[src/rtl/itch_pkg.sv]
// Shared ITCH definitions: Cancel Order ('X') constants, the decoder's
// 512-bit payload field offsets, and the encoder FSM state type.
package itch_pkg;

  // Cancel Order message identity and size (1 type + 8 order ref + 4 shares)
  localparam logic [7:0]  MSG_TYPE_CANCEL = 8'h58;
  localparam int unsigned CANCEL_MSG_LEN  = 13;
  localparam int unsigned CANCEL_MSG_BITS = CANCEL_MSG_LEN * 8;

  // Field positions inside the 512-bit payload word, bytes packed MSB-first
  localparam int unsigned TYPE_MSB   = 511;
  localparam int unsigned REF_MSB    = 503;
  localparam int unsigned REF_LSB    = 440;
  localparam int unsigned SHARES_MSB = 439;
  localparam int unsigned SHARES_LSB = 408;

  // Encoder FSM states
  typedef enum logic {
    IDLE = 1'b0,
    SEND = 1'b1
  } enc_state_t;

  // Big-endian field packing: type byte first, then order ref, then shares
  function automatic logic [CANCEL_MSG_BITS-1:0] pack_cancel(
    input logic [7:0]  msg_type,
    input logic [63:0] order_ref,
    input logic [31:0] shares
  );
    return {msg_type, order_ref, shares};
  endfunction

endpackage

[src/rtl/msg_byte_serializer.sv]
// Generic N-byte shift-out stage with valid/ready, sop/eop flags and a
// load port that may coincide with the last-byte handshake for
// bubble-free back-to-back messages. The caller must only assert load
// when the stage is empty or the last byte is being accepted.
module msg_byte_serializer #(
  parameter int unsigned N_BYTES = 13
) (
  input  logic                 clk,
  input  logic                 rst_n,
  input  logic                 load,
  input  logic [N_BYTES*8-1:0] load_data,
  input  logic                 out_ready,
  output logic                 out_valid,
  output logic [7:0]           out_data,
  output logic                 out_sop,
  output logic                 out_eop,
  output logic                 last_hs
);

  localparam int unsigned     IDX_W    = (N_BYTES > 1) ? $clog2(N_BYTES) : 1;
  localparam logic [IDX_W-1:0] LAST_IDX = IDX_W'(N_BYTES - 1);

  logic [N_BYTES*8-1:0] shreg;
  logic [IDX_W-1:0]     byte_idx;
  logic                 valid_q;
  logic                 hs;

  assign hs      = valid_q && out_ready;
  assign last_hs = hs && (byte_idx == LAST_IDX);

  // Holding shift register, byte index and valid flag; nothing moves
  // while the current byte is stalled by the downstream.
  always_ff @(posedge clk or negedge rst_n) begin
    if (!rst_n) begin
      shreg    <= '0;
      byte_idx <= '0;
      valid_q  <= 1'b0;
    end else if (load) begin
      shreg    <= load_data;
      byte_idx <= '0;
      valid_q  <= 1'b1;
    end else if (hs) begin
      shreg <= {shreg[N_BYTES*8-9:0], 8'h00};
      if (byte_idx == LAST_IDX) begin
        byte_idx <= '0;
        valid_q  <= 1'b0;
      end else begin
        byte_idx <= byte_idx + 1'b1;
      end
    end
  end

  assign out_valid = valid_q;
  assign out_data  = shreg[N_BYTES*8-1 -: 8];
  assign out_sop   = valid_q && (byte_idx == '0);
  assign out_eop   = valid_q && (byte_idx == LAST_IDX);

endmodule

[src/rtl/cancel_order_encoder.sv]
// ITCH Cancel Order ('X') encoder: latches field-level requests into a
// 13-byte big-endian message and streams it out one byte per cycle.
module cancel_order_encoder
  import itch_pkg::*;
#(
  parameter logic [7:0]  MSG_TYPE = MSG_TYPE_CANCEL,
  parameter int unsigned MSG_LEN  = CANCEL_MSG_LEN,
  parameter int unsigned CNT_W    = 16
) (
  input  logic             clk,
  input  logic             rst_n,
  input  logic             req_valid,
  output logic             req_ready,
  input  logic [63:0]      req_order_ref,
  input  logic [31:0]      req_shares,
  output logic             out_valid,
  input  logic             out_ready,
  output logic [7:0]       out_data,
  output logic             out_sop,
  output logic             out_eop,
  output logic             busy,
  output logic [CNT_W-1:0] msg_count
);

  enc_state_t             state, next_state;
  logic                   accept;
  logic                   last_hs;
  logic [MSG_LEN*8-1:0]   msg_word;

  assign msg_word = pack_cancel(MSG_TYPE, req_order_ref, req_shares);

  // Ready when idle, or combinationally from out_ready while the final byte
  // is being taken so the next message starts without a bubble.
  assign req_ready = (state == IDLE) || ((state == SEND) && last_hs);
  assign accept    = req_valid && req_ready;

  msg_byte_serializer #(
    .N_BYTES (MSG_LEN)
  ) u_ser (
    .clk       (clk),
    .rst_n     (rst_n),
    .load      (accept),
    .load_data (msg_word),
    .out_ready (out_ready),
    .out_valid (out_valid),
    .out_data  (out_data),
    .out_sop   (out_sop),
    .out_eop   (out_eop),
    .last_hs   (last_hs)
  );

  // FSM state register
  always_ff @(posedge clk or negedge rst_n) begin
    if (!rst_n) state <= IDLE;
    else        state <= next_state;
  end

  // Next-state: start on accept, leave SEND only when the last byte goes
  // out with no new request waiting
  always_comb begin
    next_state = state;
    case (state)
      IDLE:    if (accept) next_state = SEND;
      SEND:    if (last_hs && !accept) next_state = IDLE;
      default: next_state = IDLE;
    endcase
  end

  assign busy = (state == SEND);

  // Completed-message counter, wraps freely
  always_ff @(posedge clk or negedge rst_n) begin
    if (!rst_n)       msg_count <= '0;
    else if (last_hs) msg_count <= msg_count + 1'b1;
  end

endmodule

[config.mk]
export PLATFORM = sky130hd
export DESIGN_NAME = cancel_order_encoder
export DESIGN_NICKNAME = d
export VERILOG_FILES = /design/src/rtl/itch_pkg.sv /design/src/rtl/msg_byte_serializer.sv /design/src/rtl/cancel_order_encoder.sv
export SDC_FILE = /design/constraint.sdc
export NUM_CORES = 1
export LEC_CHECK = 0
export BUFFER_PORTS_ARGS = -buffer_cell sky130_fd_sc_hd__buf_2
export CORE_ASPECT_RATIO = 0.5
export CORE_UTILIZATION = 40
export CTS_CLUSTER_SIZE = 14
export DETAILED_ROUTE_END_ITERATION = 10
export PLACE_DENSITY = 0.58
export SLEW_MARGIN = 20
export SYNTH_ARGS = -nofsm -noshare
export SYNTH_HDL_FRONTEND = slang
export SYNTH_SLANG_ARGS = --single-unit
[constraint.sdc]
create_clock -name clk -period 2.2 [get_ports clk]
set_input_delay 0 -clock clk [delete_from_list [all_inputs] [get_ports clk]]
set_output_delay 0 -clock clk [all_outputs]
set_load 0.02 [all_outputs]
# Word level (Yosys, flattened, before mapping)
# Cells that the tools add are included.
# op_classes
add_sub_neg,2
eq_ne,1
mux,11
bitwise_logic,1
n_reduce_logical,13
# op_table
op,n
$mux W104,2
$add A16 B1 Y16 const B,1
$mux W4,3
$logic_and A1 B1 Y1,7
$mux W1,5
$add A4 B1 Y4 const B,1
$eq A4 B4 Y1 const B,1
$logic_not A4 Y1,1
$reduce_bool A2 Y1,2
$pmux W1 S2,1
$reduce_and A2 Y1,1
$logic_not A1 Y1,1
$logic_or A1 B1 Y1,1
$not A1 Y1,1
# totals
register_bits,126
input_bits,100
out_inout_bits,29

# Depth between registers and ports, before layout
# Gate-level depths: netlist of the first run.
# logic_depth
word_depth,9
ltp_mapped,8
depth_no_buf,6

# Cells and area by module
# A second synthesis of the first run with hierarchy kept.
# unflattened
hier_cells,556
area_unflattened_um2,5830.6
# by_module_without_submodules
module,n_inst,cells_per_inst,area_per_inst_um2
msg_byte_serializer,1,487,5039.8
cancel_order_encoder,1,69,790.8

# Worst setup path before layout of the first run
# Ideal clock, no wire load.
# synth_path
path_kind,register to register
startpoint,register u_ser.byte_idx[0]
endpoint,register u_ser.shreg[10]
t_arrival_ns,1.749
t_required_ns,2.075
setup_slack_ns,0.325
path_stages_with_launch,8
n_path_buf,1
period_less_slack_ns,1.875
path_cell_list,dfrtp_1 -> inv_1 -> ha_1 -> nand3_4 -> o21ai_4 -> nand2_8 -> buf_8 -> mux2_4
# synth_via
elab_chain_len,6
# synth_rtl
item,line_no,rtl
from (decl),msg_byte_serializer.sv:24,logic [IDX_W-1:0] byte_idx;
from (signal assigned),msg_byte_serializer.sv:48,byte_idx <= byte_idx + 1'b1;
$eq A4 B4 Y1 *,msg_byte_serializer.sv:29,assign last_hs = hs && (byte_idx == LAST_IDX);
$logic_and A1 B1 Y1 *,msg_byte_serializer.sv:29,
$logic_and A1 B1 Y1 *,cancel_order_encoder.sv:34,assign req_ready = (state == IDLE) || ((state == SEND) && last_hs);
$logic_or A1 B1 Y1 *,cancel_order_encoder.sv:34,
via req_ready,cancel_order_encoder.sv:13,"output logic req_ready,"
$logic_and A1 B1 Y1 *,cancel_order_encoder.sv:35,assign accept = req_valid && req_ready;
$mux W104 / $reduce_bool A2 Y1 (equally long branches),--,
to (signal assigned),msg_byte_serializer.sv:39,shreg <= load_data;
to (signal assigned),msg_byte_serializer.sv:43,"shreg <= {shreg[N_BYTES*8-9:0], 8'h00};"
to (decl),msg_byte_serializer.sv:23,logic [N_BYTES*8-1:0] shreg;
# The timed path passes the listed nets; every way through them passes the cells marked *.
# A chain may end at the register's enable or synchronous reset.

# Worst setup path after layout of the first run
# layout_path
startpoint,register u_ser.byte_idx[0]
endpoint,register u_ser.shreg[90]
# layout_via
elab_chain_len,6
# layout_rtl
item,line_no
$eq A4 B4 Y1 *,msg_byte_serializer.sv:29
$logic_and A1 B1 Y1 *,msg_byte_serializer.sv:29
$logic_and A1 B1 Y1 *,cancel_order_encoder.sv:34
$logic_or A1 B1 Y1 *,cancel_order_encoder.sv:34
$logic_and A1 B1 Y1 *,cancel_order_encoder.sv:35
$mux W104 / $reduce_bool A2 Y1 (equally long branches),--
# Mark *: on every way between the ends. The rest lies on a longest branch, timed or not.

==> results of run 1 <==
-- power groups by stage --
stage                     Clock, mW  Sequential [mW]  Combinational, mW
after detailed placement          0             3.30               2.32
after floorplan                   0             3.22               1.81
after global placement            0             3.29               2.26
after CTS                      2.95             3.28               2.47
after global routing           3.06             3.35               2.71
final                          2.89             3.28               2.44
-- cell usage in the layout, fill, tap and decap left out, drive strengths merged --
cell type / n
nand3b: 1
nor3: 3
dlygate4sd3: 100
nor4b: 1
clkinv: 7
nand2b: 1
nor2b: 1
clkinvlp: 3
bufinv: 3
o32a: 1
xnor2: 11
clkbuf: 19
and3: 2
or3: 1
dfrtp: 126
nor2: 6
ha: 3
buf: 145
a22o: 8
nand2: 292
xor2: 4
or4: 1
mux2: 90
nand3: 10
and4: 1
o21ai: 3
and2: 3
a21oi: 10
inv: 6
nand4: 4
-- per-layer routing --
| metal | part of all wire | global-route usage | vias to the layer above |
|---|---|---|---|
| met3 | 0.031 | 0.03932 | 4 |
| li1 | - | - | 2481 |
| met5 | 0 | 0 | - |
| met4 | 0.0034 | 0.05508 | 0 |
| met2 | 0.48 | 0.3154 | 81 |
| met1 | 0.49 | 0.2626 | 2353 |
-- tightest hold or removal path, stage by stage --
cell and delay [ns]:
dlygate4sd3_1 0.54, buf_6 0.13, buf_12 0.25
-- logic make-up after synthesis --
family                   after synthesis
flip-flops                           126
buffers and inverters                 47
AO/OA/AOI/OAI                         22
AND/OR/NAND/NOR                      327
adder cells (fa/ha/maj)                3
XOR/XNOR                              15
multiplexers                          90
-- stage by stage --
| step | cell area [um2] | hold slack, ns | setup WS (ns) | utilization | instances |
|---|---|---|---|---|---|
| 2_1_floorplan | 6465 | -0.2956 | 0.3254 | - | 630 |
| 4_1_cts | 8879 | 0.1409 | 0.1808 | 0.5686 | 1070 |
| 5_1_grt | 8879 | 0.1599 | 0.1096 | 0.5686 | 1070 |
| 3_5_place_dp | 7268 | -0.1451 | 0.1906 | 0.4655 | 938 |
| 3_3_place_gp | 7268 | -0.1484 | 0.2735 | 0.4655 | 938 |
| 6_report | 8879 | 0.1334 | 0.1879 | 0.5686 | 1070 |
-- area by class of cell --
type / instances / area [um2] / area share
timing repair buffer: 245 / 1838 / 0.2070
multi-input combinational: 457 / 3000 / 0.3379
tap: 204 / 255.2 / 0.02875
clock inverter: 13 / 166.4 / 0.01874
inverter: 6 / 22.52 / 0.002537
sequential: 126 / 3153 / 0.3551
clock buffer: 19 / 442.9 / 0.04989
-- path summary, 6_finish.rpt --
kind / to / start / slack, ns
max: u_ser.shreg[90] / u_ser.byte_idx[0] / 0.19
min: u_ser.shreg[12] / rst_n / 0.13
max reg2reg: u_ser.shreg[90] / u_ser.byte_idx[0] / 0.19
min reg2reg: msg_count[15] / msg_count[15] / 0.46
max in group asynchronous: u_ser.shreg[47] / rst_n / 0.94
min in group clk: u_ser.shreg[4] / req_shares[4] / 0.34
-- registers in the layout, summed over array words and instances (netlist names) --
register         flops
msg_count           16
u_ser.shreg        104
busy                 1
u_ser.out_valid      1
u_ser.byte_idx       4
==> run metrics, run 1 <==
HP Class=in -> async; Final #Nets=approximately 960; CTS tree=yes; Setup TNS=0 ns; clk buf depth=2; Achievable Freq=497.0 MHz; antenna cell count=0; share of cells above drive strength 1=0.3141; Yosys reg bits=around 130; top cell type's share of synthesized area=0.4877; crit path time final=2.012 ns; IO Pins=~130; Crit Path Class=reg -> reg; row count=32; leading area contributor after synthesis=dfrtp_1; Clock Power Share=0.336; post-synthesis compound-gate area fraction=0.02419; Critical Path Stages=7; Final setup viols=0; DR WL/cell=about 14 um; DR vias=about 5,000; RSZ-0062 raised after global routing=false; vias per cell=roughly 4.6; Fin Clk Skew=0.008814 ns; mux share of post-synthesis cell area=0.2073; post-cts sizing count=0; vias in the first global route=around 5,100; syn avg cell area=10.26 um2; first-pass GRT wire length=25.44 mm; Reg power frac=0.381; worst-margin pin slew=between 0.7 and 0.8 ns; Top FF cell, synth=dfrtp_1; Synth-to-Final Area Change=37.33%; final hold vios=0; Async SR Flop Fraction=1.000; worst-path fanout max=19; CP bufs+invs=2; Synth warnings=0; adder-cell share of the synthesized area=0.005806; Worst-Skew Late Latency=about 0.41 ns; TritonCTS Sinks=126; clock root buffer=clkbuf_16; RD Place Congestion=just under 0.8; Synth Area in Simple Gates=0.2050; Post-synth top cells=nand2_1 (291), dfrtp_1 (126), mux2_4 (87); crit path DAT=around 2.3 ns; PwrDens=approximately 970 mW/mm2; CP max stage cell=dfrtp_1; unique cell type count in the Yosys netlist=36; Hold Buf Count CTS=100; Mapped Nets=approximately 730; DP HPWL=roughly 10 mm; Worst-path clk slew=0.06 ns; Tcrit/Tclk final=0.9146; Post-Syn Area=roughly 0.0065 mm2; initial core utilization=0.4140; drt drc=0; Max VDD drop=between 0.6 and 0.7 mV; combinational share of power=0.283; largest family of logic cells by synthesized area=multiplexers; fin. max-slew vios=0; Syn Inst Count=630; Filler cells=~1,400; Chip Height=about 90 um; Top delay family on crit path=flip-flops; Post-Route WL=15.18 mm; Setup crit end kind=flop; XOR/XNOR Fraction of Synth Area=0.02032; Die W=181.8 um; antenna viol nets, final=0; Reg2Reg Depth=7; number of synthesized flops with an enable pin=0; Seq/Total Area, Yosys=0.4877; IO buf count=128; worst-path cell chain=inv_1 > ha_1 > nand3_4 > o21ai_4 > nand2_8 > buf_4 > mux2_4; slew margin rel.=0.5042; gr usage total=0.1939; Area contributors post-synth=dfrtp_1 (49%), mux2_4 (20%), nand2_1 (17%), buf_8 (1.9%), xnor2_1 (1.5%); Leak Pwr=4.923 nW; Worst path max stage delay=0.40 ns; internal power=6.020 mW; CTS Buf Count=17; CP Data Required Time=about 2.5 ns; largest net degree at the start of global routing=50; most common cell in the synthesized netlist=nand2_1; die area=about 0.017 mm2; Pwr Total=between 8 and 9 mW; GRT overflow=0; max-cap violations=0; CP Launch Type=flop; H-Tree Depth=4; initial antenna violation count=0; drt pass-1 iters=4; Net Sw Power=roughly 2.6 mW; Core Area=~0.016 mm2; switch share=0.3008; post-CTS setup buffers=0; status=finished clean; DRT iter0 DRCs=approximately 270
Note: power is estimated with default switching activity, not from simulation.
==> inputs of run 2 (changes only) <==
==> constraint.sdc (replaced) <==
create_clock -name clk -period 2.43 [get_ports clk]
set_input_delay 0 -clock clk [delete_from_list [all_inputs] [get_ports clk]]
set_output_delay 0 -clock clk [all_outputs]
set_load 0.02 [all_outputs]
==> run 2 against run 1 <==
Effect of this change:
- non-clock buffer count down 5
- register-to-register slack gained 0.14 ns
- sequential share of layout area grew 0.39 points
- setup slack gained 0.14 ns
- die area stayed put
- largest power group unchanged
- highest routed layer unchanged
==> run metrics, run 2 (same netlist as run 1, synthesis figures left out) <==
internal power=5.203 mW (was 6.020 mW); RD Place Congestion=0.7571 (was 0.7694); first-pass GRT wire length=25.54 mm (was 25.44 mm); IO Pins=129 (unchanged); row count=32 (unchanged); Critical Path End=u_ser.shreg[31] (was u_ser.shreg[90]); DP Cell Count=934 (was 938); Achievable Freq=474.9 MHz (was 497.0 MHz); footprint of the multi-input gates=0.003000 mm2 (unchanged); Leak Pwr=4.865 nW (was 4.923 nW); Reg power frac=0.391 (was 0.381); Post-Route WL=15.41 mm (was 15.18 mm); antenna viol nets, final=0 (unchanged); drt drc=0 (unchanged); post-cts sizing count=0 (unchanged); TritonCTS Sinks=126 (unchanged); max reg flops=104 (unchanged); Max VDD drop=0.5197 mV (was 0.6230 mV); Biggest register=u_ser.shreg (unchanged); Die W=181.8 um (unchanged); slew margin rel.=0.5562 (was 0.5042); switch share=0.3133 (was 0.3008); Crit Path Class=reg -> reg (unchanged); combinational share of power=0.288 (was 0.283); Chip Height=91.90 um (unchanged); Core Area=0.01562 mm2 (unchanged); Final #Nets=951 (was 956); Synth-to-Final Area Change=35.84% (was 37.33%); clk buf depth=2 (unchanged); PwrDens=862.7 mW/mm2 (was 969.8 mW/mm2); crit path DAT=2.40 ns (was 2.30 ns); Reg2Reg Depth=7 (unchanged); share of cells above drive strength 1=0.3113 (was 0.3141); final non-filler cell total=1,065 (was 1,070); Worst-path clk slew=0.06 ns (about the same); Filler cells=1,384 (was 1,377); Met3 Wirelength=472 um (was 464 um); Worst-Skew Late Latency=0.42 ns (was 0.41 ns); Final setup viols=0 (unchanged); slack of the critical path=0.3243 ns (was 0.1879 ns); CTS Buf Count=17 (unchanged); Final Util=0.5624 (was 0.5686); GRT overflow=0 (unchanged); HP Class=in -> async (unchanged); Net Sw Power=2.373 mW (was 2.590 mW); DRT iter0 DRCs=256 (was 265); initial antenna violation count=0 (unchanged); Fin Clk Skew=0.01257 ns (was 0.008814 ns); final hold vios=0 (unchanged); vias in the first global route=4,986 (was 5,105); gr usage total=0.1969 (was 0.1939); met2 routed WL=7.132 mm (was 7.231 mm); initial core utilization=0.4140 (unchanged); DP Worst Slack=0.3299 ns (was 0.1906 ns); DR WL/cell=14.47 um (was 14.18 um); DP HPWL=9.530 mm (was 9.812 mm); CP Launch Type=flop (unchanged); clock root buffer=clkbuf_16 (unchanged); worst-margin pin slew=0.6657 ns (was 0.7412 ns); Clock Power Share=0.321 (was 0.336); status=finished clean (unchanged); reg2reg setup slack=0.32 ns (was 0.19 ns); most common cell after layout, fill and taps aside=nand2_1 (unchanged); H-Tree Depth=4 (unchanged); Worst R2R End=u_ser.shreg[31] (was u_ser.shreg[90]); fin. max-slew vios=0 (unchanged); RSZ-0062 raised after global routing=false (unchanged); die area=0.01671 mm2 (unchanged); DR vias=4,919 (unchanged); max-cap violations=0 (unchanged); M1 WL=7.591 mm (was 7.429 mm); Tcrit/Tclk final=0.8665 (was 0.9146); reg2reg start=u_ser.byte_idx[0] (unchanged); Largest regs=u_ser.shreg x104, msg_count x16, u_ser.byte_idx x4 (unchanged); worst-path fanout max=39 (was 19); Setup TNS=0 ns (unchanged); CTS tree=yes (unchanged); crit path time final=2.106 ns (was 2.012 ns); IO buf count=128 (unchanged); antenna cell count=0 (unchanged); vias per cell=4.619 (was 4.597); drt pass-1 iters=4 (unchanged); CP Data Required Time=2.73 ns (was 2.49 ns); Setup crit end kind=flop (unchanged); worst setup path start=u_ser.byte_idx[0] (unchanged); largest net degree at the start of global routing=89 (was 50); Sequential Area=0.003153 mm2 (unchanged); most frequent cells in the layout=nand2_1 (290), buf_2 (127), dfrtp_1 (126) (unchanged); uppermost layer routed=met4 (unchanged)
run 2: metal layers:
| metal | global-route usage | vias up |
|---|---|---|
| met4 | 0.05932 | 0 |
| li1 | - | 2472 |
| met3 | 0.04369 | 17 |
| met2 | 0.3131 | 98 |
| met1 | 0.2690 | 2332 |
| met5 | 0 | - |
run 2: worst max-delay path, cell delays in order (launching register included):
cell and delay (ns):
dfrtp_1 0.40, inv_1 0.11, ha_1 0.29, nand3_4 0.15, o21ai_4 0.25, nand2_8 0.18
buf_12 0.25, mux2_4 0.33
run 2: per-stage QoR:
step | instance area, um2 | hold slack, ns | total power [mW]
after CTS | 8782 | 0.1878 | 7.642
after global placement | 7226 | 0.06416 | 4.995
after floorplan | 6465 | -0.2956 | 4.553
after global routing | 8782 | 0.2012 | 8.042
final | 8782 | 0.1488 | 7.577
after detailed placement | 7226 | 0.06509 | 5.062
run 2: how the worst min path moves through the flow:
stage,from,to,slack (ns),cells past startpoint
2_1_floorplan,rst_n,busy,-0.30,0
3_3_place_gp,rst_n,u_ser.shreg[28],0.06,1
3_5_place_dp,rst_n,u_ser.shreg[28],0.07,1
4_1_cts,rst_n,u_ser.shreg[49],0.19,2
5_1_grt,rst_n,u_ser.shreg[28],0.20,2
6_report,rst_n,u_ser.shreg[28],0.15,2
run 2: layout make-up:
type                       count  share of cell area
inverter                       6            0.002564
tap                          204             0.02906
clock inverter                14             0.01553
multi-input combinational    457              0.3416
timing repair buffer         240              0.2033
clock buffer                  18             0.04887
sequential                   126              0.3590
run 2: power groups by stage:
stage	Sequential, mW	Combinational [mW]	Clock (mW)
after detailed placement	2.99	2.07	0
final	2.96	2.18	2.43
after global routing	3.02	2.42	2.60
after CTS	2.96	2.20	2.48
after global placement	2.97	2.02	0
after floorplan	2.92	1.64	0
run 2: what timing repair did:
item	in CTS	in global routing
hold endpoints to repair	166	0
setup buffers	0	0
hold buffers	99	0
